$ cat src/rtl/seq_adder.sv
// seq_adder: multi-cycle binary adder/subtractor that consumes a WIDTH-bit operand pair
// CHUNK bits per clock, LSB chunk first. One operation takes N = WIDTH/CHUNK compute cycles,
// followed by a one-cycle done pulse.
//
// Ports:
//   clk    rising-edge clock
//   rst    synchronous, active-high reset (priority over everything, aborts an operation)
//   start  request a new operation (accepted in IDLE or DONE)
//   a, b   operands (unsigned or two's complement)
//   cin    carry-in, used only when sub=0
//   sub    0: a+b+cin, 1: a-b computed as a+~b+1
//   busy   high while the operation is computing
//   done   one-cycle pulse marking a valid result
//   sum    result, assembled LSB chunk first from the top
//   cout   final carry-out (for sub=1, 1 means no borrow)
//   ovf    signed overflow: carry into MSB XOR carry out of MSB
module seq_adder #(
  parameter int unsigned WIDTH = 8,
  parameter int unsigned CHUNK = 1
) (
  input  logic             clk,
  input  logic             rst,
  input  logic             start,
  input  logic [WIDTH-1:0] a,
  input  logic [WIDTH-1:0] b,
  input  logic             cin,
  input  logic             sub,
  output logic             busy,
  output logic             done,
  output logic [WIDTH-1:0] sum,
  output logic             cout,
  output logic             ovf
);

  localparam int unsigned N    = WIDTH / CHUNK;
  localparam int unsigned CntW = (N > 1) ? $clog2(N) : 1;

  if (WIDTH < 2 || CHUNK < 1 || CHUNK > WIDTH || (WIDTH % CHUNK) != 0) begin : g_bad_params
    $error("seq_adder: illegal WIDTH/CHUNK combination");
  end

  typedef enum logic [1:0] {StIdle, StRun, StDone} state_e;

  state_e            state_q, state_d;
  logic [WIDTH-1:0]  a_q, a_d;
  logic [WIDTH-1:0]  b_q, b_d;
  logic              carry_q, carry_d;
  logic [CntW-1:0]   cnt_q, cnt_d;
  logic [WIDTH-1:0]  sum_q, sum_d;
  logic              cout_q, cout_d;
  logic              ovf_q, ovf_d;

  // Ripple chain over the current chunk; c[i] is the carry into bit i of the chunk.
  logic [CHUNK:0]         c;
  logic [CHUNK-1:0]       prop;
  logic [CHUNK-1:0]       chunk_sum;
  logic [WIDTH+CHUNK-1:0] sum_wide;

  always_comb begin
    c[0] = carry_q;
    for (int i = 0; i < int'(CHUNK); i++) begin
      // Two half-adder stages per bit: (a,b) then (partial sum, carry-in).
      prop[i]      = a_q[i] ^ b_q[i];
      chunk_sum[i] = prop[i] ^ c[i];
      c[i+1]       = (a_q[i] & b_q[i]) | (prop[i] & c[i]);
    end
  end

  // New chunk enters at the top; after N chunks the first one has reached bit 0.
  assign sum_wide = {chunk_sum, sum_q};

  always_comb begin
    state_d = state_q;
    a_d     = a_q;
    b_d     = b_q;
    carry_d = carry_q;
    cnt_d   = cnt_q;
    sum_d   = sum_q;
    cout_d  = cout_q;
    ovf_d   = ovf_q;

    unique case (state_q)
      StRun: begin
        sum_d   = sum_wide[WIDTH+CHUNK-1:CHUNK];
        a_d     = a_q >> CHUNK;
        b_d     = b_q >> CHUNK;
        carry_d = c[CHUNK];
        cnt_d   = cnt_q + CntW'(1);
        if (cnt_q == CntW'(N - 1)) begin
          cout_d  = c[CHUNK];
          ovf_d   = c[CHUNK] ^ c[CHUNK-1];
          cnt_d   = '0;
          state_d = StDone;
        end
      end
      // DONE behaves as IDLE so a held start gives back-to-back operations.
      StIdle, StDone: begin
        state_d = StIdle;
        if (start) begin
          a_d     = a;
          b_d     = sub ? ~b : b;
          carry_d = sub ? 1'b1 : cin;
          cnt_d   = '0;
          state_d = StRun;
        end
      end
      default: state_d = StIdle;
    endcase
  end

  always_ff @(posedge clk) begin
    if (rst) begin
      state_q <= StIdle;
      a_q     <= '0;
      b_q     <= '0;
      carry_q <= 1'b0;
      cnt_q   <= '0;
      sum_q   <= '0;
      cout_q  <= 1'b0;
      ovf_q   <= 1'b0;
    end else begin
      state_q <= state_d;
      a_q     <= a_d;
      b_q     <= b_d;
      carry_q <= carry_d;
      cnt_q   <= cnt_d;
      sum_q   <= sum_d;
      cout_q  <= cout_d;
      ovf_q   <= ovf_d;
    end
  end

  assign busy = (state_q == StRun);
  assign done = (state_q == StDone);
  assign sum  = sum_q;
  assign cout = cout_q;
  assign ovf  = ovf_q;

endmodule
$ cat config.mk
export PLATFORM = sky130hd
export DESIGN_NAME = seq_adder
export DESIGN_NICKNAME = d
export VERILOG_FILES = /design/src/rtl/seq_adder.sv
export SDC_FILE = /design/constraint.sdc
export NUM_CORES = 1
export LEC_CHECK = 0
export ABC_AREA = 1
export CORE_ASPECT_RATIO = 0.8
export CORE_MARGIN = 3
export CORE_UTILIZATION = 40
export DETAILED_ROUTE_END_ITERATION = 8
export PLACE_DENSITY_LB_ADDON = 0.2
export SYNTH_ARGS = -nofsm -noshare
export SYNTH_HDL_FRONTEND = slang
export SYNTH_SLANG_ARGS = --single-unit
$ cat constraint.sdc
create_clock -name clk -period 1.26 [get_ports clk]
set_input_delay 0.252 -clock clk [delete_from_list [all_inputs] [get_ports clk]]
set_output_delay 0.252 -clock clk [all_outputs]
set_load 0.1 [all_outputs]
==> qor.txt <==
Initial Util: 43.78%
Worst-Margin Slew: 0.1891 ns
violations in the final reports: negative setup slack
Die X: 76.08 um
Synth Area in Simple Gates: 41.08%
Logic pwr share: 28.5%
M1 GR Usage: 23.90%
P_sw: 0.9121 mW
Root Buffer: clkbuf_8
outcome: complete, but fails checks
Final Hold Viols: 0
synthesized instance count: 241
register area share after synthesis: 40.76%
max-cap check violation count: 0
top post-synthesis cells by area: dfxtp_1, nand2_1, nor2_1
achievable frequency: 771.7 MHz
Slew Viols, Final: 0
Slowest-stage cell, CP: dfxtp_2
switching share of power: 30.79%
gr usage total: 16.99%
IO Pins: 33
WS Path Type: register to primary output
power density over the cells: 1260 mW/mm2
area grow syn2layout: 49.60%
Yosys cell types: 20
R2R setup slack: 0.03 ns
DP Worst Slack: -0.2317 ns
Clk pwr share: 32.0%
CP Cell Sequence: buf_6 -> nor2_4 -> buf_12
sequential cell area: 649.4 um2
critical path arrival: 1.04 ns
routability cong.: 0.7941
Core Area: 0.003590 mm2
number of global-route vias before repair: 1,341
post-synthesis area per instance: 6.521 um2
hold path start: a_q[7]
hold path endpoint: a_q[7]
DP Wirelength: 2741 um
Yosys reg bits: 32
Synth Flop Type: dfxtp_1
FP Rows: 19
routed vias/inst: 4.520
Tcrit/Tclk final: 102.8%
final net count: 313
fill count: 309
Synth Area in Adders: 2.866%
DRT Pass-1 Iters: 4
grt met3 use: 4.179%
Seq pwr share: 39.5%
post-layout min period: 1.296 ns
Fin Clk Skew: 0.002185 ns
Clock transition at path regs: 0.07 ns
reg2reg end: a_q[0]
largest net degree at the start of global routing: 17
cts hold-fix bufs: 0
first-pass GRT wire length: 6279 um
launching point of the worst reg2reg path: state_q[0]
Cell Int Power: 2.050 mW
port bufs: 32
number of flops mapped to enable cells by yosys: 0
RSZ-0062 raised after global routing: yes
critical path's top delay family: flip-flops
setup violators final: 2
number of cells on the critical path: 3
multi-input combinational cell area: 828.3 um2
H-tree depth: 2
worst skew pair latency: 0.27 ns
Final Instance Area: 0.002351 mm2
slowest cell delay on critical path: 0.32 ns
die height: 62.06 um
antenna cells: 0
worst setup margin: -0.03582 ns
startpoint types: register
WHS Path Cells: 2
Post-Layout Cell Count: 342
Via Count: 1,546
Post-synth ARST share: 0%
leakage: 1.096 nW
antenna violations before repair: 0
die area: 0.004722 mm2
TritonCTS buffer count: 5
R2R cell count: 8
DRT iter0 DRCs: 109
setup_tns: -0.06860 ns
CP required: 1.01 ns
Buf/Inv on CP: 2
Yosys top cell area share: 40.76%
Compound-Gate Fraction of Synth Area: 6.688%
global route total overflow: 0
Final ANT Viol Nets: 0
Post-Route WL: 3855 um
CP endpoint kind: primary output
top-count cell post-synth: nand2_1
largest family of logic cells by synthesized area: simple AND/OR/NAND/NOR gates
placed insts: 329
synth cell count leaders: nand2_1, nor2_1, dfxtp_1
Syn Nets: 265
post-synth top area cell: dfxtp_1
CTS tree: yes
critical path peak fanout: 2
post-synthesis xor/xnor area fraction: 0.5573%
cell area after synthesis: 0.001572 mm2
mux cell area share after synthesis: 0%
total power: 2.962 mW
DR DRC count: 0
wire per inst: 11.27 um
number of synthesis warnings: 0
busiest grt layer: met2
hold crit path type: register to register
CTS sink count: 32
met2 GRT Util: 26.14%
CTS Buffer Depth: 2
max_slew headroom: 87.38%
VDD IR max: 0.6169 mV
placed inst area: 0.002157 mm2
share of layout cells above drive strength 1: 19.31%
-- worst max path at each step --
stage          slack [ns]      to        from
2_1_floorplan       -0.04  sum[0]      sum[1]
3_3_place_gp        -0.18  a_q[3]       start
3_5_place_dp        -0.23  a_q[3]       start
4_1_cts             -0.06    done  state_q[0]
5_1_grt             -0.07    done  state_q[1]
6_report            -0.04    busy  state_q[1]
-- metal layers --
metal	wire length (um)	share of wire (%)	vias to the layer above
met4	19	0.49	0
met5	0	0	-
li1	-	-	836
met3	203	5.3	2
met2	1662	43	40
met1	1969	51	668
-- kinds of logic after synthesis --
logic type / after synthesis
flip-flops: 32
AND/OR/NAND/NOR: 155
buffers and inverters: 29
AO/OA/AOI/OAI: 21
adder cells (fa/ha/maj): 3
XOR/XNOR: 1
-- layout make-up --
class / count / area share, %
multi-input cells: 180 / 35.23
flip-flops and latches: 32 / 27.62
repair buffers: 52 / 26.50
clock buffers: 6 / 3.087
inverters: 17 / 3.087
well taps: 52 / 2.767
clock inverters: 2 / 1.490
repair inverters: 1 / 0.2129
-- worst register-to-register path, stage by stage, from the launching register on --
cell	delay [ns]
dfxtp_4	0.39
inv_6	0.05
buf_12	0.12
buf_4	0.13
buf_4	0.15
nand2_1	0.07
nand2_1	0.05
nor2_1	0.10
nor2_1	0.06
-- cell usage in the layout, fill, tap and decap left out --
| cell type | netlist | layout |
|---|---|---|
| o21ai_0 | 9 | 8 |
| clkinvlp_2 | 0 | 1 |
| inv_6 | 0 | 1 |
| dfxtp_2 | 0 | 4 |
| clkbuf_8 | 0 | 5 |
| inv_1 | 14 | 14 |
| clkinvlp_4 | 0 | 1 |
| inv_2 | 2 | 1 |
| nand2_2 | 1 | 2 |
| o21ai_1 | 6 | 7 |
| nand3b_1 | 8 | 8 |
| bufinv_16 | 0 | 1 |
| buf_4 | 2 | 16 |
| xor2_2 | 0 | 1 |
| nor2_4 | 1 | 2 |
| fa_2 | 0 | 1 |
| dfxtp_4 | 0 | 1 |
| nand2_4 | 1 | 1 |
| a21oi_1 | 6 | 5 |
| clkdlybuf4s50_1 | 0 | 20 |
| buf_6 | 0 | 2 |
| a21oi_2 | 0 | 1 |
| ha_1 | 2 | 2 |
| nand3_1 | 13 | 13 |
| clkinv_2 | 0 | 1 |
| clkbuf_1 | 2 | 1 |
| dfxtp_1 | 32 | 27 |
| buf_12 | 0 | 14 |
| nor2_1 | 60 | 59 |
| nand2_1 | 71 | 70 |
-- state kept, by name, indices dropped and copies added (netlist names) --
signal,cells
ovf,1
cnt_q,3
a_q,8
cout,1
b_q,8
state_q,2
sum,8
carry_q,1
-- power by group through the flow --
stage                     logic, mW  registers [mW]  clock network (mW)
after global routing          0.921            1.18                1.01
final                         0.845            1.17               0.947
after CTS                     0.829            1.17               0.967
after floorplan               0.355            1.32                   0
after global placement        0.791            1.18                   0
after detailed placement      0.793            1.19                   0
-- repair_timing --
action,in CTS,in global routing
setup buffers,5,0
gates resized for setup,7,7
cloned,0,1
setup endpoints to repair,4,14
pin swaps,2,7
-- stage by stage --
stage	hold WS, ns	util (%)
floorplan	0.3993	-
global placement	0.4701	60.09
detailed placement	0.4768	60.09
CTS	0.4883	64.73
global route	0.5202	65.49
finish	0.4829	65.49
Note: power is estimated with default switching activity, not from simulation.
